File: config.mk
export PLATFORM = sky130hd
export DESIGN_NAME = button_press_classifier
export DESIGN_NICKNAME = d
export VERILOG_FILES = /design/src/rtl/button_press_classifier.sv
export SDC_FILE = /design/constraint.sdc
export NUM_CORES = 1
export LEC_CHECK = 0
export CORE_ASPECT_RATIO = 0.9
export CORE_MARGIN = 2
export CORE_UTILIZATION = 65
export DETAILED_ROUTE_END_ITERATION = 12
export GPL_TIMING_DRIVEN = 0
export PLACE_DENSITY = 0.9
export SYNTH_ARGS = -nofsm -noshare
export SYNTH_HDL_FRONTEND = slang
export SYNTH_SLANG_ARGS = --single-unit
export TNS_END_PERCENT = 1
File: constraint.sdc
create_clock -name i_Clk -period 4.51 [get_ports i_Clk]
set_clock_uncertainty 0.15 [all_clocks]
set_input_delay 0.902 -clock i_Clk [delete_from_list [all_inputs] [get_ports i_Clk]]
set_output_delay 0.902 -clock i_Clk [all_outputs]
set_load 0.01 [all_outputs]
File: src/rtl/button_press_classifier.sv
// -----------------------------------------------------------------------------
// button_press_classifier
//
// Sorts debounced button gestures into short, double and long presses. While a
// long press is held it also emits auto-repeat pulses. All outputs are
// registered. The switch input must already be synchronous to i_Clk.
//
// Parameters:
//   LONG_COUNT   consecutive high samples that make a long press
//   DOUBLE_GAP   maximum low samples between a first release and a second press
//   REPEAT_COUNT clocks between o_Repeat pulses during a long hold
//   CNT_W        counter width; must hold the largest of the three counts
//
// Ports:
//   i_Clk     system clock
//   i_Rst_L   asynchronous active-low reset
//   i_Switch  debounced button level, 1 = pressed
//   i_Enable  0 holds the classifier idle and suppresses every event
//   o_Short   one-cycle pulse: single short press confirmed
//   o_Double  one-cycle pulse: double press confirmed
//   o_Long    one-cycle pulse: long-press threshold reached
//   o_Repeat  one-cycle pulse every REPEAT_COUNT clocks during a long hold
//   o_Held    level, high while a long press is being held
//   o_Busy    level, high whenever a gesture is in progress
// -----------------------------------------------------------------------------
module button_press_classifier #(
  parameter int LONG_COUNT   = 25000000,
  parameter int DOUBLE_GAP   = 6250000,
  parameter int REPEAT_COUNT = 2500000,
  parameter int CNT_W        = 25
) (
  input  logic i_Clk,
  input  logic i_Rst_L,
  input  logic i_Switch,
  input  logic i_Enable,
  output logic o_Short,
  output logic o_Double,
  output logic o_Long,
  output logic o_Repeat,
  output logic o_Held,
  output logic o_Busy
);

  typedef enum logic [2:0] {
    IDLE      = 3'd0,
    PRESS1    = 3'd1,
    GAP       = 3'd2,
    PRESS2    = 3'd3,
    LONG_HOLD = 3'd4
  } state_t;

  // Terminal counts: every timed state exits on reaching these, so the
  // counter never wraps.
  localparam logic [CNT_W-1:0] LONG_TC   = CNT_W'(LONG_COUNT - 1);
  localparam logic [CNT_W-1:0] GAP_TC    = CNT_W'(DOUBLE_GAP - 1);
  localparam logic [CNT_W-1:0] REPEAT_TC = CNT_W'(REPEAT_COUNT - 1);
  localparam logic [CNT_W-1:0] CNT_ONE   = CNT_W'(1);
  localparam logic [CNT_W-1:0] CNT_MAX   = {CNT_W{1'b1}};

  state_t           state_reg;
  logic [CNT_W-1:0] cnt_reg;
  logic             prev_reg;
  logic             seen_low_reg;
  logic             short_reg;
  logic             double_reg;
  logic             long_reg;
  logic             repeat_reg;
  logic             held_reg;
  logic             busy_reg;

  // A button that is already high when reset releases must be seen low once
  // before its rising level counts as a press; seen_low_reg gates that.
  logic press_edge;
  assign press_edge = i_Switch & ~prev_reg & seen_low_reg;

  always_ff @(posedge i_Clk or negedge i_Rst_L) begin
    if (!i_Rst_L) begin
      state_reg    <= IDLE;
      cnt_reg      <= '0;
      prev_reg     <= 1'b0;
      seen_low_reg <= 1'b0;
      short_reg    <= 1'b0;
      double_reg   <= 1'b0;
      long_reg     <= 1'b0;
      repeat_reg   <= 1'b0;
      held_reg     <= 1'b0;
      busy_reg     <= 1'b0;
    end else begin
      // Level tracking continues while disabled, so a press already in
      // progress when enable returns produces no edge until it is released.
      prev_reg <= i_Switch;
      if (!i_Switch) begin
        seen_low_reg <= 1'b1;
      end

      // Event outputs are pulses; default low every cycle.
      short_reg  <= 1'b0;
      double_reg <= 1'b0;
      long_reg   <= 1'b0;
      repeat_reg <= 1'b0;

      if (!i_Enable) begin
        state_reg <= IDLE;
        cnt_reg   <= '0;
        held_reg  <= 1'b0;
        busy_reg  <= 1'b0;
      end else begin
        case (state_reg)
          IDLE: begin
            if (press_edge) begin
              state_reg <= PRESS1;
              cnt_reg   <= '0;
              busy_reg  <= 1'b1;
            end
          end

          PRESS1: begin
            if (!i_Switch) begin
              state_reg <= GAP;
              cnt_reg   <= '0;
            end else if (cnt_reg == LONG_TC) begin
              state_reg <= LONG_HOLD;
              cnt_reg   <= '0;
              long_reg  <= 1'b1;
              held_reg  <= 1'b1;
            end else begin
              cnt_reg <= cnt_reg + CNT_ONE;
            end
          end

          GAP: begin
            // The press is tested first so it wins over a same-cycle timeout.
            if (press_edge) begin
              state_reg <= PRESS2;
              cnt_reg   <= '0;
            end else if (cnt_reg == GAP_TC) begin
              state_reg <= IDLE;
              cnt_reg   <= '0;
              short_reg <= 1'b1;
              busy_reg  <= 1'b0;
            end else begin
              cnt_reg <= cnt_reg + CNT_ONE;
            end
          end

          PRESS2: begin
            if (!i_Switch) begin
              state_reg  <= IDLE;
              cnt_reg    <= '0;
              double_reg <= 1'b1;
              busy_reg   <= 1'b0;
            end else if (cnt_reg != CNT_MAX) begin
              // No long detection here; the count only saturates.
              cnt_reg <= cnt_reg + CNT_ONE;
            end
          end

          LONG_HOLD: begin
            // Release is tested first so it suppresses a same-cycle repeat.
            if (!i_Switch) begin
              state_reg <= IDLE;
              cnt_reg   <= '0;
              held_reg  <= 1'b0;
              busy_reg  <= 1'b0;
            end else if (cnt_reg == REPEAT_TC) begin
              cnt_reg    <= '0;
              repeat_reg <= 1'b1;
            end else begin
              cnt_reg <= cnt_reg + CNT_ONE;
            end
          end

          default: begin
            state_reg <= IDLE;
            cnt_reg   <= '0;
            held_reg  <= 1'b0;
            busy_reg  <= 1'b0;
          end
        endcase
      end
    end
  end

  assign o_Short  = short_reg;
  assign o_Double = double_reg;
  assign o_Long   = long_reg;
  assign o_Repeat = repeat_reg;
  assign o_Held   = held_reg;
  assign o_Busy   = busy_reg;

endmodule

* Yosys cells after proc, flatten, opt, wreduce, memory -nomap -nowiden
Index checks and enable logic that the tools add are counted.
** Storage, ports and cells
- Register bits after elaboration :: 36
- Bits of input ports :: 4
- Output and inout bits :: 6
- Logic and storage cells :: 85
** Operators by class
- Add/subtract/negate cells :: 1
- Equality and inequality tests :: 20
- Mux-type cells :: 44
- Bitwise operators :: 3
- Reductions and logical operators :: 7
** Operators with widths (number)
- two-way mux 25 bit :: 10
- one-hot mux 25 bit (5 select lines) :: 1
- adder 25 x 1 -> 25 bit (second input constant) :: 1
- == test 25 x 22 -> 1 bit (second input constant) :: 1
- == test 25 x 23 -> 1 bit (second input constant) :: 1
- == test 25 bit (second input constant) :: 1
- != test 25 bit (second input constant) :: 1
- two-way mux 1 bit :: 23
- two-way mux 3 bit :: 7
- != test 3 bit (second input constant) :: 7
- != test 4 bit (second input constant) :: 3
- one-hot mux 3 bit (4 select lines) :: 1
- AND reduction 4 bit :: 2
- == test 3 x 2 -> 1 bit (second input constant) :: 2
- AND reduction 5 bit :: 1
- != test 2 bit (second input constant) :: 2
- one-hot mux 1 bit (4 select lines) :: 1
- == test 3 x 1 -> 1 bit (second input constant) :: 1
- == test 3 bit (second input constant) :: 1
- zero test 3 bit :: 1
- one-hot mux 1 bit (3 select lines) :: 1
- OR reduction 3 bit :: 1
- bitwise AND 1 bit :: 2
- AND reduction 2 bit :: 1
- other kinds (2) :: 2

* Longest topological paths before layout
- Depth after elaboration :: 6
- Gate-level depth with buffers :: 9
- Mapped depth without buffers :: 7

* Worst setup path before layout
Ideal clock, no wire load.
- Kind :: input to register
- Start :: in i_Enable
- End :: reg cnt_reg[20]
- Library setup time :: 92 ps
- Arrival :: 2071 ps
- Required time :: 4268 ps
- Slack :: 2197 ps
- Stages on the path :: 7
- Buffers on the path :: 1
- Path through :: or3b_1 -> nor3b_2 -> a21o_1 -> buf_4 -> and2_1 -> a31oi_1 -> o31ai_2
** Between the ends
- Word-level cells in the longest chain between the ends :: 2
- Elaborated cells on any way between the ends :: 4
- Classes of those cells :: 2 x eq/ne; 1 x mux; 1 x reduce/logical
** RTL lines
- start: declaration :: RTL line 35 : input logic i_Enable,
- != test 4 bit (no line) / != test 3 bit (equally long branches)
- AND reduction 2 bit (no line)
- end signal: assignment :: RTL line 127 : cnt_reg <= cnt_reg + CNT_ONE;
- end signal: assignment :: RTL line 142 : cnt_reg <= cnt_reg + CNT_ONE;
- end signal: assignment :: RTL line 154 : cnt_reg <= cnt_reg + CNT_ONE;
- end: declaration :: RTL line 61 : logic [CNT_W-1:0] cnt_reg;
Parallel ways exist; a longest one is shown, timed or not.
A chain may end at the register's enable or synchronous reset.

* Final worst setup path
Same ends and word-level chain as after synthesis.

==> summary.txt <==
die width -> 66.53 um
Syn Area/Cell -> 9.112 um^2
Fmax -> 0.3311 GHz
Worst slew margin -> 0.4759
DR iter-0 viols -> 235
Final Critical Period -> 3020 ps
largest net degree at the start of global routing -> 37
share of cells above drive strength 1 -> 0.1381
final instance area -> 2517 um^2
Initial Utilization -> 0.6770
hold path depth -> 1
max cap viols -> 0
Fin. Hold Viols -> 0
Clock Power Share -> 0.388
# rows -> 20
Max VDD drop -> 252.7 uV
GPL Wtd Cong -> 0.9326
Post-synth top flop -> dfrtp_1
Data required, critical path -> 4560 ps
Syn. warnings -> 0
Num CTS Buffers -> 5
Final ANT Viol Nets -> 0
DP Wirelength -> 4020 um
Setup crit start kind -> primary input
Die Height -> 60.28 um
CTS max path bufs -> 2
Post-Syn Area -> 2287 um^2
vias per cell -> 6.843
gate count of the mapped netlist -> 251
routed via count -> 2135
status -> finished, final reports clean
drt first pass iters -> 5
PortBufs -> 9
post_cts resized -> 0
LEAKAGE -> 0.001016 uW
unrepaired setup endpoints after global routing -> no
Tot Pwr -> 610.1 uW
Avg WL per Cell -> 18.32 um
Finished Layout Cells -> 312
core box area -> 3378 um^2
Sequential Power Share -> 0.536
CTS tree -> yes
kind of critical path -> primary input to flip-flop
critical path's largest stage delay -> 660 ps
grt total ovfl -> 0
first-pass GRT wire length -> 9701 um
Slew @ Worst Pin -> 786.2 ps
CTS Root Cell -> clkbuf_8
clock latency on the worst-skew pair -> 300 ps
Sw Ratio -> 0.2359
# setup viols final -> 0
Area Growth Syn to Fin -> 10.07%
# H-tree levels -> 2
post-place instance area -> 2427 um^2
Seq cells post-synth -> 36
Remaining DRCs -> 0
pwr dens -> 242.4 nW/um^2
register area share after synthesis -> 0.3939
Int Pwr -> 466.2 uW
Clock Sinks -> 36
Period Utilization, post-route -> 0.6696
critical path endpoint category -> flip-flop
share of flip-flops with an asynchronous set or reset -> 1.000
CP Data Arrival Time -> 3070 ps
Max FO, Critical Path -> 10
antenna cell count -> 0
clk slew on worst S/H paths -> 60 ps
max-slew violation count -> 0
vias in the first global route -> 2013
IO Count -> 10
number of enable flip-flop cells after synthesis -> 0
Post-Syn Nets -> 256
net switching power -> 143.9 uW
max FFs per register -> 25
number of distinct library cells after synthesis -> 52
CP max stage cell -> clkdlybuf4s50_1
setup bufs post-CTS -> 0
crit path cell chain -> clkdlybuf4s50_1, or3b_1, nor3b_2, a21o_1, buf_4, and2_1, a31oi_1, o31ai_2
Comb power frac -> 0.076
Total GRT Usage -> 0.3246
die area -> 4010 um^2
initial antenna violation count -> 0
setup tns final -> 0 ps
R2R cell count -> 9
Final nets -> 272
worst hold-check path type -> flip-flop to flip-flop
cell count after placement -> 304
hold_buf cts -> 0
final wirelength -> 5716 um
==> logic make-up after synthesis <==
family                     share of synthesized area
AOI/OAI and AO/OA                             0.1980
adders and majority gates                   0.005470
buffers and inverters                        0.04924
DFF                                           0.3939
xor gates and xnor gates                     0.02298
and+or+nand+nor                               0.3304
==> metal layers <==
| layer | track usage | wire length [um] | up-vias |
|---|---|---|---|
| met4 | 0.1283 | 80 | 0 |
| li1 | - | - | 981 |
| met1 | 0.4480 | 2451 | 1021 |
| met2 | 0.4900 | 2602 | 122 |
| met5 | 0 | 0 | - |
| met3 | 0.08286 | 581 | 11 |
==> cell usage after synthesis, drive strengths merged (3+ instances only) <==
| cell type | n | area, um^2 |
|---|---|---|
| a22oi | 3 | 22.52 |
| o211ai | 9 | 67.56 |
| nand3 | 17 | 85.08 |
| nand2 | 24 | 97.59 |
| or3 | 3 | 18.77 |
| nor3 | 4 | 20.02 |
| nand4 | 14 | 87.58 |
| xnor2 | 5 | 43.79 |
| o21ai | 8 | 40.03 |
| a22o | 6 | 52.55 |
| nor4 | 6 | 43.79 |
| and2 | 10 | 62.56 |
| o22ai | 3 | 18.77 |
| and3 | 4 | 25.02 |
| o31ai | 6 | 75.07 |
| buf | 15 | 90.09 |
| o311ai | 3 | 26.28 |
| nor2 | 17 | 63.81 |
| and4 | 6 | 55.05 |
| dfrtp | 36 | 900.9 |
| nand3b | 5 | 37.54 |
| nand2b | 3 | 18.77 |
| a21o | 3 | 22.52 |
| inv | 5 | 18.77 |
| a31oi | 8 | 65.06 |
| nor2b | 6 | 37.54 |
| a21oi | 4 | 23.77 |
==> power groups by stage <==
stage	combinational, uW	clock [uW]	sequential [uW]
6_report	46.2	237	327
5_1_grt	51.4	251	327
4_1_cts	45.9	237	327
3_5_place_dp	45.7	0	333
3_3_place_gp	45.7	0	333
2_1_floorplan	24.6	0	334
==> cells in the final DEF, fill, tap and decap left out, types with 7 or more instances in the layout <==
cell type         n
nand4_1          14
clkdlybuf4s50_1   8
dfrtp_1          36
o211ai_1          9
and2_1           10
nand2_1          23
nor2_1           17
nand3_1          17
buf_2            13
a31oi_1           7
==> path summary, 6_finish.rpt <==
check                           slack [ps]         start           end
worst max-delay path                  1490      i_Enable   cnt_reg[20]
worst min-delay path                   320  seen_low_reg  seen_low_reg
worst max register to register        2010    cnt_reg[0]   cnt_reg[20]
worst min register to register         320  seen_low_reg  seen_low_reg
max in group asynchronous             3180       i_Rst_L      prev_reg
min in group asynchronous              530       i_Rst_L    cnt_reg[7]
==> layout make-up <==
cell class | count | area (um^2)
Multi-Input combinational cell | 194 | 1274
Sequential cell | 36 | 900.9
Fill cell | 259 | 860.8
Buffer | 16 | 93.84
Clock buffer | 8 | 90.09
Timing Repair Buffer | 9 | 85.08
Tap cell | 44 | 55.05
Inverter | 5 | 18.77
==> metrics by stage <==
| stage | setup slack [ps] | hold WS, ps | util |
|---|---|---|---|
| detailed placement | 1229 | 302.5 | 0.7185 |
| floorplan | 2197 | 284.8 | - |
| global placement | 1268 | 299.8 | 0.7200 |
| finish | 1490 | 324.1 | 0.7452 |
| global route | 1355 | 342.2 | 0.7452 |
| CTS | 1534 | 321.8 | 0.7452 |
==> worst max-delay path, delay by kind of cell <==
family	cells	cell delay (ps)
and+or+nand+nor	3	870
buffers and inverters	2	890
AOI/OAI and AO/OA	3	390
No activity file was read; power rests on OpenSTA's default activity.
